[src/rtl/seq_tx_pkg.sv]
// Shared types and constants for the serial bit-pattern transmitter.
package seq_tx_pkg;

  typedef enum logic [1:0] {
    StIdle  = 2'd0,
    StShift = 2'd1,
    StGap   = 2'd2,
    StDone  = 2'd3
  } state_e;

  localparam logic [4:0] PAT_DEF_10010 = 5'b10010;

endpackage

[src/rtl/seq_pattern_tx_if.sv]
// Request/stream bundle between a pattern requester and seq_pattern_tx.
interface seq_pattern_tx_if #(
  parameter int unsigned PAT_W = 5,
  parameter int unsigned CNT_W = 4
);

  logic             start;
  logic             use_def;
  logic [PAT_W-1:0] pat_in;
  logic [CNT_W-1:0] rep_cnt;
  logic             gap_en;
  logic             abort;
  logic             j;
  logic             valid;
  logic             busy;
  logic             done;

  modport master (
    output start, use_def, pat_in, rep_cnt, gap_en, abort,
    input  j, valid, busy, done
  );

  modport slave (
    input  start, use_def, pat_in, rep_cnt, gap_en, abort,
    output j, valid, busy, done
  );

endinterface

[src/rtl/piso_shreg.sv]
// Parallel-in/serial-out shift register, MSB first. Exposes the MSB it will hold after
// the coming edge so the owner can register the serial bit without an extra cycle.
module piso_shreg #(
  parameter int unsigned PAT_W = 5
) (
  input  logic             clk,
  input  logic             rst,
  input  logic             i_load,
  input  logic             i_shift,
  input  logic [PAT_W-1:0] i_data,
  output logic             o_msb_next
);

  logic [PAT_W-1:0] r_data;
  logic [PAT_W-1:0] w_data_d;

  always_comb begin
    w_data_d = r_data;
    if (i_load) begin
      w_data_d = i_data;
    end else if (i_shift) begin
      w_data_d = {r_data[PAT_W-2:0], 1'b0};
    end
  end

  always_ff @(posedge clk or posedge rst) begin
    if (rst) begin
      r_data <= '0;
    end else begin
      r_data <= w_data_d;
    end
  end

  assign o_msb_next = w_data_d[PAT_W-1];

endmodule

[src/rtl/seq_pattern_tx.sv]
// Serial pattern transmitter: sends a latched word MSB first, repeated rep_cnt times,
// with an optional one-cycle idle gap between repetitions. All outputs are registered.
module seq_pattern_tx
  import seq_tx_pkg::*;
#(
  parameter int unsigned      PAT_W   = 5,
  parameter logic [PAT_W-1:0] PAT_DEF = PAT_DEF_10010,
  parameter int unsigned      CNT_W   = 4
) (
  input logic              clk,
  input logic              rst,
  seq_pattern_tx_if.slave  bus
);

  localparam int unsigned IDX_W = (PAT_W > 1) ? $clog2(PAT_W) : 1;
  localparam logic [IDX_W-1:0] IdxMsb = IDX_W'(PAT_W - 1);

  state_e           r_state, w_state_d;
  logic [PAT_W-1:0] r_pat, w_pat_d;
  logic [CNT_W-1:0] r_rep, w_rep_d;
  logic             r_gap, w_gap_d;
  logic [IDX_W-1:0] r_idx, w_idx_d;
  logic             r_j, r_valid, r_busy, r_done;
  logic             w_j_d, w_valid_d, w_busy_d, w_done_d;

  logic             w_load, w_shift;
  logic [PAT_W-1:0] w_load_data;
  logic             w_msb_next;

  piso_shreg #(
    .PAT_W (PAT_W)
  ) u_shreg (
    .clk        (clk),
    .rst        (rst),
    .i_load     (w_load),
    .i_shift    (w_shift),
    .i_data     (w_load_data),
    .o_msb_next (w_msb_next)
  );

  always_comb begin
    w_state_d   = r_state;
    w_pat_d     = r_pat;
    w_rep_d     = r_rep;
    w_gap_d     = r_gap;
    w_idx_d     = r_idx;
    w_load      = 1'b0;
    w_shift     = 1'b0;
    w_load_data = r_pat;

    unique case (r_state)
      StIdle: begin
        if (bus.start) begin
          if (bus.rep_cnt != '0) begin
            w_pat_d     = bus.use_def ? PAT_DEF : bus.pat_in;
            w_load_data = w_pat_d;
            w_load      = 1'b1;
            w_rep_d     = bus.rep_cnt;
            w_gap_d     = bus.gap_en;
            w_idx_d     = IdxMsb;
            w_state_d   = StShift;
          end else begin
            w_state_d = StDone;
          end
        end
      end
      StShift: begin
        if (bus.abort) begin
          w_state_d = StIdle;
        end else if (r_idx != '0) begin
          w_shift = 1'b1;
          w_idx_d = r_idx - 1'b1;
        end else begin
          // LSB is on the wire this cycle: close out this repetition.
          if (r_rep != '0) begin
            w_rep_d = r_rep - 1'b1;
          end
          if (r_rep <= CNT_W'(1)) begin
            w_state_d = StDone;
          end else begin
            w_load    = 1'b1;
            w_idx_d   = IdxMsb;
            w_state_d = r_gap ? StGap : StShift;
          end
        end
      end
      StGap: begin
        w_state_d = bus.abort ? StIdle : StShift;
      end
      StDone: begin
        w_state_d = StIdle;
      end
      default: begin
        w_state_d = StIdle;
      end
    endcase

    w_valid_d = (w_state_d == StShift);
    w_j_d     = w_valid_d & w_msb_next;
    w_busy_d  = (w_state_d == StShift) || (w_state_d == StGap);
    w_done_d  = (w_state_d == StDone);
  end

  always_ff @(posedge clk or posedge rst) begin
    if (rst) begin
      r_state <= StIdle;
      r_pat   <= '0;
      r_rep   <= '0;
      r_gap   <= 1'b0;
      r_idx   <= '0;
      r_j     <= 1'b0;
      r_valid <= 1'b0;
      r_busy  <= 1'b0;
      r_done  <= 1'b0;
    end else begin
      r_state <= w_state_d;
      r_pat   <= w_pat_d;
      r_rep   <= w_rep_d;
      r_gap   <= w_gap_d;
      r_idx   <= w_idx_d;
      r_j     <= w_j_d;
      r_valid <= w_valid_d;
      r_busy  <= w_busy_d;
      r_done  <= w_done_d;
    end
  end

  assign bus.j     = r_j;
  assign bus.valid = r_valid;
  assign bus.busy  = r_busy;
  assign bus.done  = r_done;

endmodule

[src/flat_wrapper.sv]
// flat-port wrapper written by rule: the top's interface ports become plain ports
module seq_pattern_tx_flat import seq_tx_pkg::*;
#(
  parameter int unsigned      PAT_W   = 5,
  parameter logic [PAT_W-1:0] PAT_DEF = PAT_DEF_10010,
  parameter int unsigned      CNT_W   = 4
)
  (clk, rst, bus_start, bus_use_def, bus_pat_in, bus_rep_cnt, bus_gap_en, bus_abort, bus_j, bus_valid, bus_busy, bus_done);
  seq_pattern_tx_if #(.PAT_W(PAT_W), .CNT_W(CNT_W)) bus_i ();
  input logic clk;
  input logic rst;
  input wire logic [$bits(bus_i.start)-1:0] bus_start;
  input wire logic [$bits(bus_i.use_def)-1:0] bus_use_def;
  input wire logic [$bits(bus_i.pat_in)-1:0] bus_pat_in;
  input wire logic [$bits(bus_i.rep_cnt)-1:0] bus_rep_cnt;
  input wire logic [$bits(bus_i.gap_en)-1:0] bus_gap_en;
  input wire logic [$bits(bus_i.abort)-1:0] bus_abort;
  output wire logic [$bits(bus_i.j)-1:0] bus_j;
  output wire logic [$bits(bus_i.valid)-1:0] bus_valid;
  output wire logic [$bits(bus_i.busy)-1:0] bus_busy;
  output wire logic [$bits(bus_i.done)-1:0] bus_done;
  assign bus_i.start = bus_start;
  assign bus_i.use_def = bus_use_def;
  assign bus_i.pat_in = bus_pat_in;
  assign bus_i.rep_cnt = bus_rep_cnt;
  assign bus_i.gap_en = bus_gap_en;
  assign bus_i.abort = bus_abort;
  assign bus_j = bus_i.j;
  assign bus_valid = bus_i.valid;
  assign bus_busy = bus_i.busy;
  assign bus_done = bus_i.done;
  seq_pattern_tx #(.PAT_W(PAT_W), .PAT_DEF(PAT_DEF), .CNT_W(CNT_W)) u_core (.clk(clk), .rst(rst), .bus(bus_i));
endmodule
[config.mk]
export PLATFORM = sky130hd
export DESIGN_NAME = seq_pattern_tx_flat
export DESIGN_NICKNAME = d
export VERILOG_FILES = /design/src/rtl/seq_tx_pkg.sv /design/src/rtl/seq_pattern_tx_if.sv /design/src/rtl/piso_shreg.sv /design/src/rtl/seq_pattern_tx.sv /design/src/flat_wrapper.sv
export SDC_FILE = /design/constraint.sdc
export NUM_CORES = 1
export LEC_CHECK = 0
export BUFFER_PORTS_ARGS = -buffer_cell sky130_fd_sc_hd__buf_2
export CORE_ASPECT_RATIO = 1.1
export CORE_MARGIN = 4
export CORE_UTILIZATION = 55
export CTS_CLUSTER_SIZE = 40
export DETAILED_ROUTE_END_ITERATION = 10
export PLACE_DENSITY = 0.87
export SLEW_MARGIN = 10
export SYNTH_ARGS = -nofsm -noshare
export SYNTH_HDL_FRONTEND = slang
export SYNTH_SLANG_ARGS = --single-unit
[constraint.sdc]
create_clock -name clk -period 2.8 [get_ports clk]
set_clock_uncertainty 0.15 [all_clocks]
set_input_delay 0.14 -clock clk [delete_from_list [all_inputs] [get_ports clk]]
set_output_delay 0.14 -clock clk [all_outputs]
set_load 0.1 [all_outputs]
==> results.md, run 1 <==
* Total wire length at 2630 um
* Worst skew pair latency at 0.31 ns
* RSZ-0062 raised after global routing: no
* Clock period minus worst slack at between 2 and 2.5 ns
* Min-Delay Endpoint: u_core.r_rep[0]
* IO buf count at 18
* Area grow syn2layout at 16.9%
* Boundary Pins at 19
* Fin crit share at between 70% and 80%
* # diodes at 0
* Largest area contributor in the netlist: dfrtp_1
* Worst-Margin Slew at 0.910 ns
* Sw Share at between 40% and 50%
* Critical path class: reg2reg
* Clk root buf: clkbuf_4
* Initial core utilization at a little under three fifths
* Seq pwr share at between 30% and 40%
* Max-slew headroom at 39.3%
* Initial antenna violation count at 0
* Fmax at ~0.46 GHz
* Pin count of the biggest net entering global routing at 25
* Vias in the first global route at about 1100
* Reg-to-Reg End: u_core.bus.j
* Setup Viol. Count Final at 0
* Syn. warnings at 0
* Final hold vios at 0
* Leak at 0.691 nW
* Gr ovfl total at 0
* Peak supply drop at around 0.00070 V
* Post-synthesis cell type count at 42
* Synth Net Count at between 100 and 150
* Drt wl/cell at 14.7 um
* Die area at 3160 sq um
* GR Util All Layers at around a fifth
* Internal power at 0.887 mW
* Part of the power in the clock network at between 10 and 15%
* Final #Nets at between 150 and 200
* Critical Path Fanout Max at 5
* Non-Filler Instances at 179
* CP Data Arrival Time at 2.27 ns
* Die X at around 54 um
* Hold_sp: bus_rep_cnt[0]
* Drt pass-1 iters at 5
* Cell count after synthesis at approximately 120
* Avg Inst Size Synth at about 10 sq um
* First-pass GRT wire length at approximately 4500 um
* Final Slew Violations at 0
* R2R Path Start: u_core.r_rep[0]
* 1st-iter DRT viols at 39
* Status: finished, final reports clean
* WP data required at 2.87 ns
* Sequential share of the synthesized area at 47.1%
* Final antenna-violating net count at 0
* Hold path depth at 3
* Worst-path clk slew at between 0.1 and 0.15 ns
* Number of max-cap violations at 0
* Clk buf depth at 2
* Crit path launch type: flip-flop
* Core ar. at approximately 2200 sq um
* Share of cells above drive strength 1 at between 20% and 30%
* Kind of end point of the critical path: flip-flop
* Clock sink count at 24
* Final Wtd Congestion at ~0.85
* Pwr/cell area at 1080 nW/um^2
* CTS tree: done
* # rows at 18
* Dpl cells at 169
* Synthesized cell area at 1280 sq um
* Net Switching at around 0.72 mW
* Die Ht at 58.5 um
* Hpwl dp at approximately 2000 um
* # H-tree levels at 1
* TritonCTS Buffers at 3
* Most common cell after layout, fill and taps aside: dfrtp_1
* HP Class: in2reg
* Post-CTS setup buffers at 0
* Top-area cell type share of the netlist area at 47.1%
* Synth top area cells: dfrtp_1, ha_1, o21ai_0, mux2_2, a21oi_1
* Yosys reg bits at 24
* Comb power frac at between 50% and 60%
* Vias at roughly 1000
* Highest-count cells in the layout ignoring fill and taps: dfrtp_1, buf_2, o21ai_0, nor2_1, nand2_1
* Drt via density at 5.70
* Register-to-Register Path Depth at 9
* Residual DRC count at 0
* Flop2flop setup slack at around 0.61 ns
* Setup TNS at 0 ns
-- synth_stat cells (all sizes together) --
cell type / n
nor3b: 2
or4: 2
inv: 6
a2bb2oi: 2
nor3: 4
o211ai: 1
a22o: 1
o21ai: 12
a22oi: 1
nor4: 1
and2b: 1
nor2: 9
dfrtp: 24
or3b: 3
clkbuf: 1
o22ai: 1
mux2: 7
a21o: 1
a21oi: 8
o21bai: 2
o2111a: 1
and2: 2
nand3: 3
mux2i: 1
buf: 1
or2: 2
nand2b: 5
a211oi: 2
nand2: 10
a31o: 1
or3: 1
ha: 4
a32o: 1
-- routing by layer --
metal	up-vias	track usage (%)	wire length (um)
met4	0	9.49	32
met3	4	3.29	184
li1	492	-	-
met5	-	0	0
met1	483	24.0	1070
met2	42	30.8	1340
-- power by group through the flow --
stage	registers, mW	logic [mW]	clock network [mW]
after floorplan	0.725	0.524	0
after global placement	0.591	0.791	0
after detailed placement	0.600	0.818	0
after CTS	0.592	0.829	0.183
after global routing	0.610	0.912	0.198
final	0.593	0.831	0.180
-- worst max path at each step --
| stage | startpoint | endpoint | slack (ns) | cells after the start |
|---|---|---|---|---|
| after floorplan | u_core.r_rep[0] | u_core.bus.j | 0.82 | 9 |
| after global routing | u_core.r_rep[0] | u_core.bus.j | 0.42 | 9 |
| after detailed placement | u_core.r_rep[0] | u_core.bus.j | 0.65 | 9 |
| final | u_core.r_rep[0] | u_core.bus.j | 0.61 | 9 |
| after CTS | u_core.r_rep[0] | u_core.bus.j | 0.60 | 9 |
| after global placement | u_core.r_rep[0] | u_core.bus.j | 0.74 | 9 |
-- sequential cells by signal, summed over array words and instances (netlist names) --
| name | flops |
|---|---|
| u_core.r_pat | 5 |
| u_core.r_rep | 4 |
| u_core.r_gap | 1 |
| u_core.r_idx | 3 |
| u_core.bus.j | 1 |
| u_core.bus.valid | 1 |
| u_core.bus.busy | 1 |
| u_core.r_state | 2 |
| u_core.u_shreg.r_data | 5 |
| u_core.bus.done | 1 |
-- logic make-up after synthesis --
group | share of synthesized area, %
AOI/OAI and AO/OA | 18.0
adders and majority gates | 3.92
buffers and inverters | 2.45
DFF | 47.1
muxes | 6.96
and+or+nand+nor | 21.6
-- what timing repair did --
action	4_1_cts	5_1_grt
hold endpoints to repair	29	0
hold buffers	6	0
gates resized for setup	0	0
-- critical path: stages, from the launching register on --
cell and delay, ns:
dfrtp_1 0.40, inv_1 0.07, ha_1 0.25, or2_2 0.30
and2_1 0.22, nor2_1 0.16, a2bb2oi_1 0.18, ha_1 0.19
inv_1 0.04, a211oi_1 0.17
-- through the flow --
step	utilization [%]	area (sq um)	hold WS (ns)	setup slack, ns	total power [mW]
6_report	66.9	1490	0.00151	0.607	1.60
5_1_grt	66.9	1490	0.00828	0.423	1.72
4_1_cts	66.9	1490	0.00160	0.602	1.60
3_5_place_dp	62.6	1400	0.190	0.646	1.42
3_3_place_gp	62.6	1400	0.186	0.739	1.38
2_1_floorplan	-	1280	0.00462	0.820	1.25
-- cell type report --
| cell class | count | area (sq um) |
|---|---|---|
| fillers | 175 | 738 |
| multi-input cells | 91 | 644 |
| flip-flops and latches | 24 | 601 |
| repair buffers | 24 | 150 |
| well taps | 30 | 37.5 |
| clock buffers | 4 | 36.3 |
| inverters | 6 | 22.5 |
(Power assumes the default switching activity.)
==> inputs of run 2 (changes only) <==
--- a/config.mk
+++ b/config.mk
@@ -5,13 +5,14 @@
 export SDC_FILE = /design/constraint.sdc
 export NUM_CORES = 1
 export LEC_CHECK = 0
+export ABC_AREA = 1
 export BUFFER_PORTS_ARGS = -buffer_cell sky130_fd_sc_hd__buf_2
 export CORE_ASPECT_RATIO = 1.1
 export CORE_MARGIN = 4
-export CORE_UTILIZATION = 55
+export CORE_UTILIZATION = 50
 export CTS_CLUSTER_SIZE = 40
 export DETAILED_ROUTE_END_ITERATION = 10
-export PLACE_DENSITY = 0.87
+export PLACE_DENSITY = 0.84
 export SLEW_MARGIN = 10
 export SYNTH_ARGS = -nofsm -noshare
 export SYNTH_HDL_FRONTEND = slang
==> constraint.sdc (replaced) <==
create_clock -name clk -period 2.01 [get_ports clk]
set_clock_uncertainty 0.15 [all_clocks]
set_input_delay 0.1005 -clock clk [delete_from_list [all_inputs] [get_ports clk]]
set_output_delay 0.1005 -clock clk [all_outputs]
set_load 0.1 [all_outputs]
==> run 2 against run 1 <==
  * Flip-flop and latch count unchanged
  * Via count increased by 19%
  * Setup slack got worse by 0.48 ns
  * Wire length increased by 20%
  * Clock power increased by 93%
  * Sequential power increased by 38%
  * Critical path type unchanged
  * Largest power group unchanged
==> results.md, run 2 <==
* Worst-Margin Slew at 0.494 ns (-0.416 ns)
* Core Util, Final at 65.0% (-1.9 points)
* Peak supply drop at 0.00137 V (+98%)
* Flop2flop setup slack at 0.13 ns (-0.48 ns)
* Crit path launch type: flip-flop
* Cell count after synthesis at 164 (+33%)
* Clock sink count at 24 (unchanged)
* Fin crit share at 93.6% (+15 points)
* Setup TNS at 0 ns (unchanged)
* Die Ht at 61.4 um (+4.9%)
* Synth async-reset ratio at 100% (unchanged)
* Critical Path Fanout Max at 4 (-1)
* DP Area at 1420 sq um (+1.9%)
* Pin count of the biggest net entering global routing at 25 (unchanged)
* # diodes at 0 (unchanged)
* Worst skew pair latency at 0.32 ns (about the same)
* Post-Layout Inst Area at 1620 sq um (+8.8%)
* Drt wl/cell at 13.7 um (-6.7%)
* Setup Viol. Count Final at 0 (unchanged)
* Register-to-Register Path Depth at 11 (+2)
* Final Wtd Congestion at 0.823 (-3.4%)
* Critical path's top delay family: flip-flops
* Pwr/cell area at 1540 nW/um^2 (+44%)
* Syn. warnings at 0 (unchanged)
* R2R Path Start: u_core.r_rep[0]
* Drt via density at 5.26 (-7.8%)
* Die area at 3470 sq um (+10%)
* Clk root buf: clkbuf_4
* Reg-to-Reg End: u_core.bus.j
* Vias in the first global route at 1202 (+12%)
* First-pass GRT wire length at 5350 um (+19%)
* Regs by FF count: u_core.r_pat: 5 flops, u_core.u_shreg.r_data: 5 flops, u_core.r_rep: 4 flops
* Area grow syn2layout at 25.2%
* CP Cell Sequence: inv_2, ha_2, inv_1, nand2_2, nand2_2, nand2_1, o21ai_1, a21oi_2, ha_2, inv_1, nor2_2
* Worst-path clk slew at 0.13 ns (about the same)
* Yosys reg bits at 24 (unchanged)
* Max-slew headroom at 67.3% (+28 points)
* Top-area cell type share of the netlist area at 46.3% (-0.73 points)
* Most common cell after layout, fill and taps aside: nand2_1
* Leak at 0.856 nW (+24%)
* 1st-iter DRT viols at 61 (+56%)
* Post-CTS setup buffers at 0 (unchanged)
* Critical path launch point: u_core.r_rep[0]
* GR Util All Layers at 20.0% (+0.98 points)
* Synth top area cells: dfrtp_1, nand2_1, inv_1, ha_1, nand2_2
* Gr ovfl total at 0 (unchanged)
* Final antenna-violating net count at 0 (unchanged)
* Synth cell count leaders: nand2_1, dfrtp_1, inv_1
* Critical path class: reg2reg
* Initial antenna violation count at 0 (unchanged)
* CTS tree: done
* Synthesized cell area at 1300 sq um (+1.6%)
* Status: finished, final reports clean
* Boundary Pins at 19 (unchanged)
* Sequential share of the synthesized area at 46.3% (-0.73 points)
* Min-Delay Endpoint: u_core.r_rep[1]
* Drt pass-1 iters at 5 (unchanged)
* Post-synthesis cell type count at 22 (-48%)
* # rows at 19 (+1)
* Post-layout power at 2.51 mW (+56%)
* Highest-count cells in the layout ignoring fill and taps: nand2_1, dfrtp_1, buf_2, inv_1, dlygate4sd3_1
* Avg Inst Size Synth at 7.90 sq um (-24%)
* Main synth FF type: dfrtp_1
* Count of flip-flops with a built-in enable after synthesis at 0 (unchanged)
* Kind of end point of the critical path: flip-flop
* TritonCTS Buffers at 3 (unchanged)
* Final Slew Violations at 0 (unchanged)
* CP Data Arrival Time at 2.00 ns (-0.27 ns)
* Hold path depth at 3 (unchanged)
* Die X at 56.5 um (+4.8%)
* Buf/Inv on CP at 3 (+1)
* Final #Nets at 219 (+30%)
* Initial core utilization at 51.9% (-5.3 points)
* WP data required at 2.13 ns (-0.74 ns)
* Place WS at 0.0893 ns (-0.557 ns)
* Vias at 1210 (+19%)
* Crit-path slowest cell: dfrtp_1
* Share of cells above drive strength 1 at 26.1% (-0.044 points)
* Clk buf depth at 2 (unchanged)
* Final hold vios at 0 (unchanged)
* Number of max-cap violations at 0 (unchanged)
* Hpwl dp at 2020 um (+1.6%)
* Hold_sp: bus_rep_cnt[1]
* Residual DRC count at 0 (unchanged)
* HP Class: in2reg
* Cell with the most instances after synthesis: nand2_1
* Synth Net Count at 183 (+29%)
* Core ar. at 2500 sq um (+12%)
* # H-tree levels at 1 (unchanged)
* IO buf count at 18 (unchanged)
* Fmax at 0.531 GHz (+17%)
* Max incr delay on CP at 0.44 ns (+0.04 ns)
* Largest area contributor in the netlist: dfrtp_1
* Total wire length at 3150 um (+20%)
* Clock period minus worst slack at 1.88 ns (-0.311 ns)
* Worst Slack Setup Final at 0.128 ns (-0.479 ns)
## run 2: cells by family after synthesis
kind of cell,count (synthesis),synth area share [%]
compound gates,18,7.43
fa+ha+maj,4,3.86
buf+inv,24,7.53
flops,24,46.3
simple gates,94,34.8
## run 2: worst max path at each step
stage | to | cells past startpoint
floorplan | u_core.bus.j | 11
global placement | u_core.bus.j | 11
detailed placement | u_core.bus.j | 11
CTS | u_core.bus.j | 11
global route | u_core.bus.j | 11
finish | u_core.bus.j | 11
## run 2: cell type report
| cell class | count | area, sq um |
|---|---|---|
| tap | 31 | 38.8 |
| clock buffer | 3 | 22.5 |
| timing repair buffer | 32 | 228 |
| fill | 181 | 873 |
| clock inverter | 1 | 30.0 |
| sequential | 24 | 601 |
| multi-input combinational | 116 | 617 |
| inverter | 23 | 86.3 |
## run 2: tightest hold or removal path: stages
cell and delay [ns]:
buf_2 0.08, o21ai_0 0.09, o21ai_1 0.16
## run 2: through the flow
step | instances | hold slack (ns)
global route | 230 | 0.0466
finish | 230 | 0.0110
detailed placement | 213 | 0.00992
floorplan | 164 | -0.0349
CTS | 230 | 0.00290
global placement | 213 | -0.000445
## run 2: repair_timing
action                     4_1_cts  5_1_grt
hold endpoints to repair        36        0
setup endpoints to repair        0        3
resized for setup                0        9
hold buffers                    13        0
## run 2: where the power goes
group	switching, mW	internal [mW]	leakage (nW)
Clock	0.146	0.202	0.0279
Sequential	0.132	0.688	0.299
Combinational	0.955	0.383	0.529
Total	1.23	1.27	0.856
## run 2: per-layer routing
metal	GRT usage (%)	part of all wire, %	vias up
met4	9.83	2.4	0
met3	3.77	5.0	12
li1	-	-	584
met1	22.6	40	569
met2	36.6	53	45
met5	0	0	-
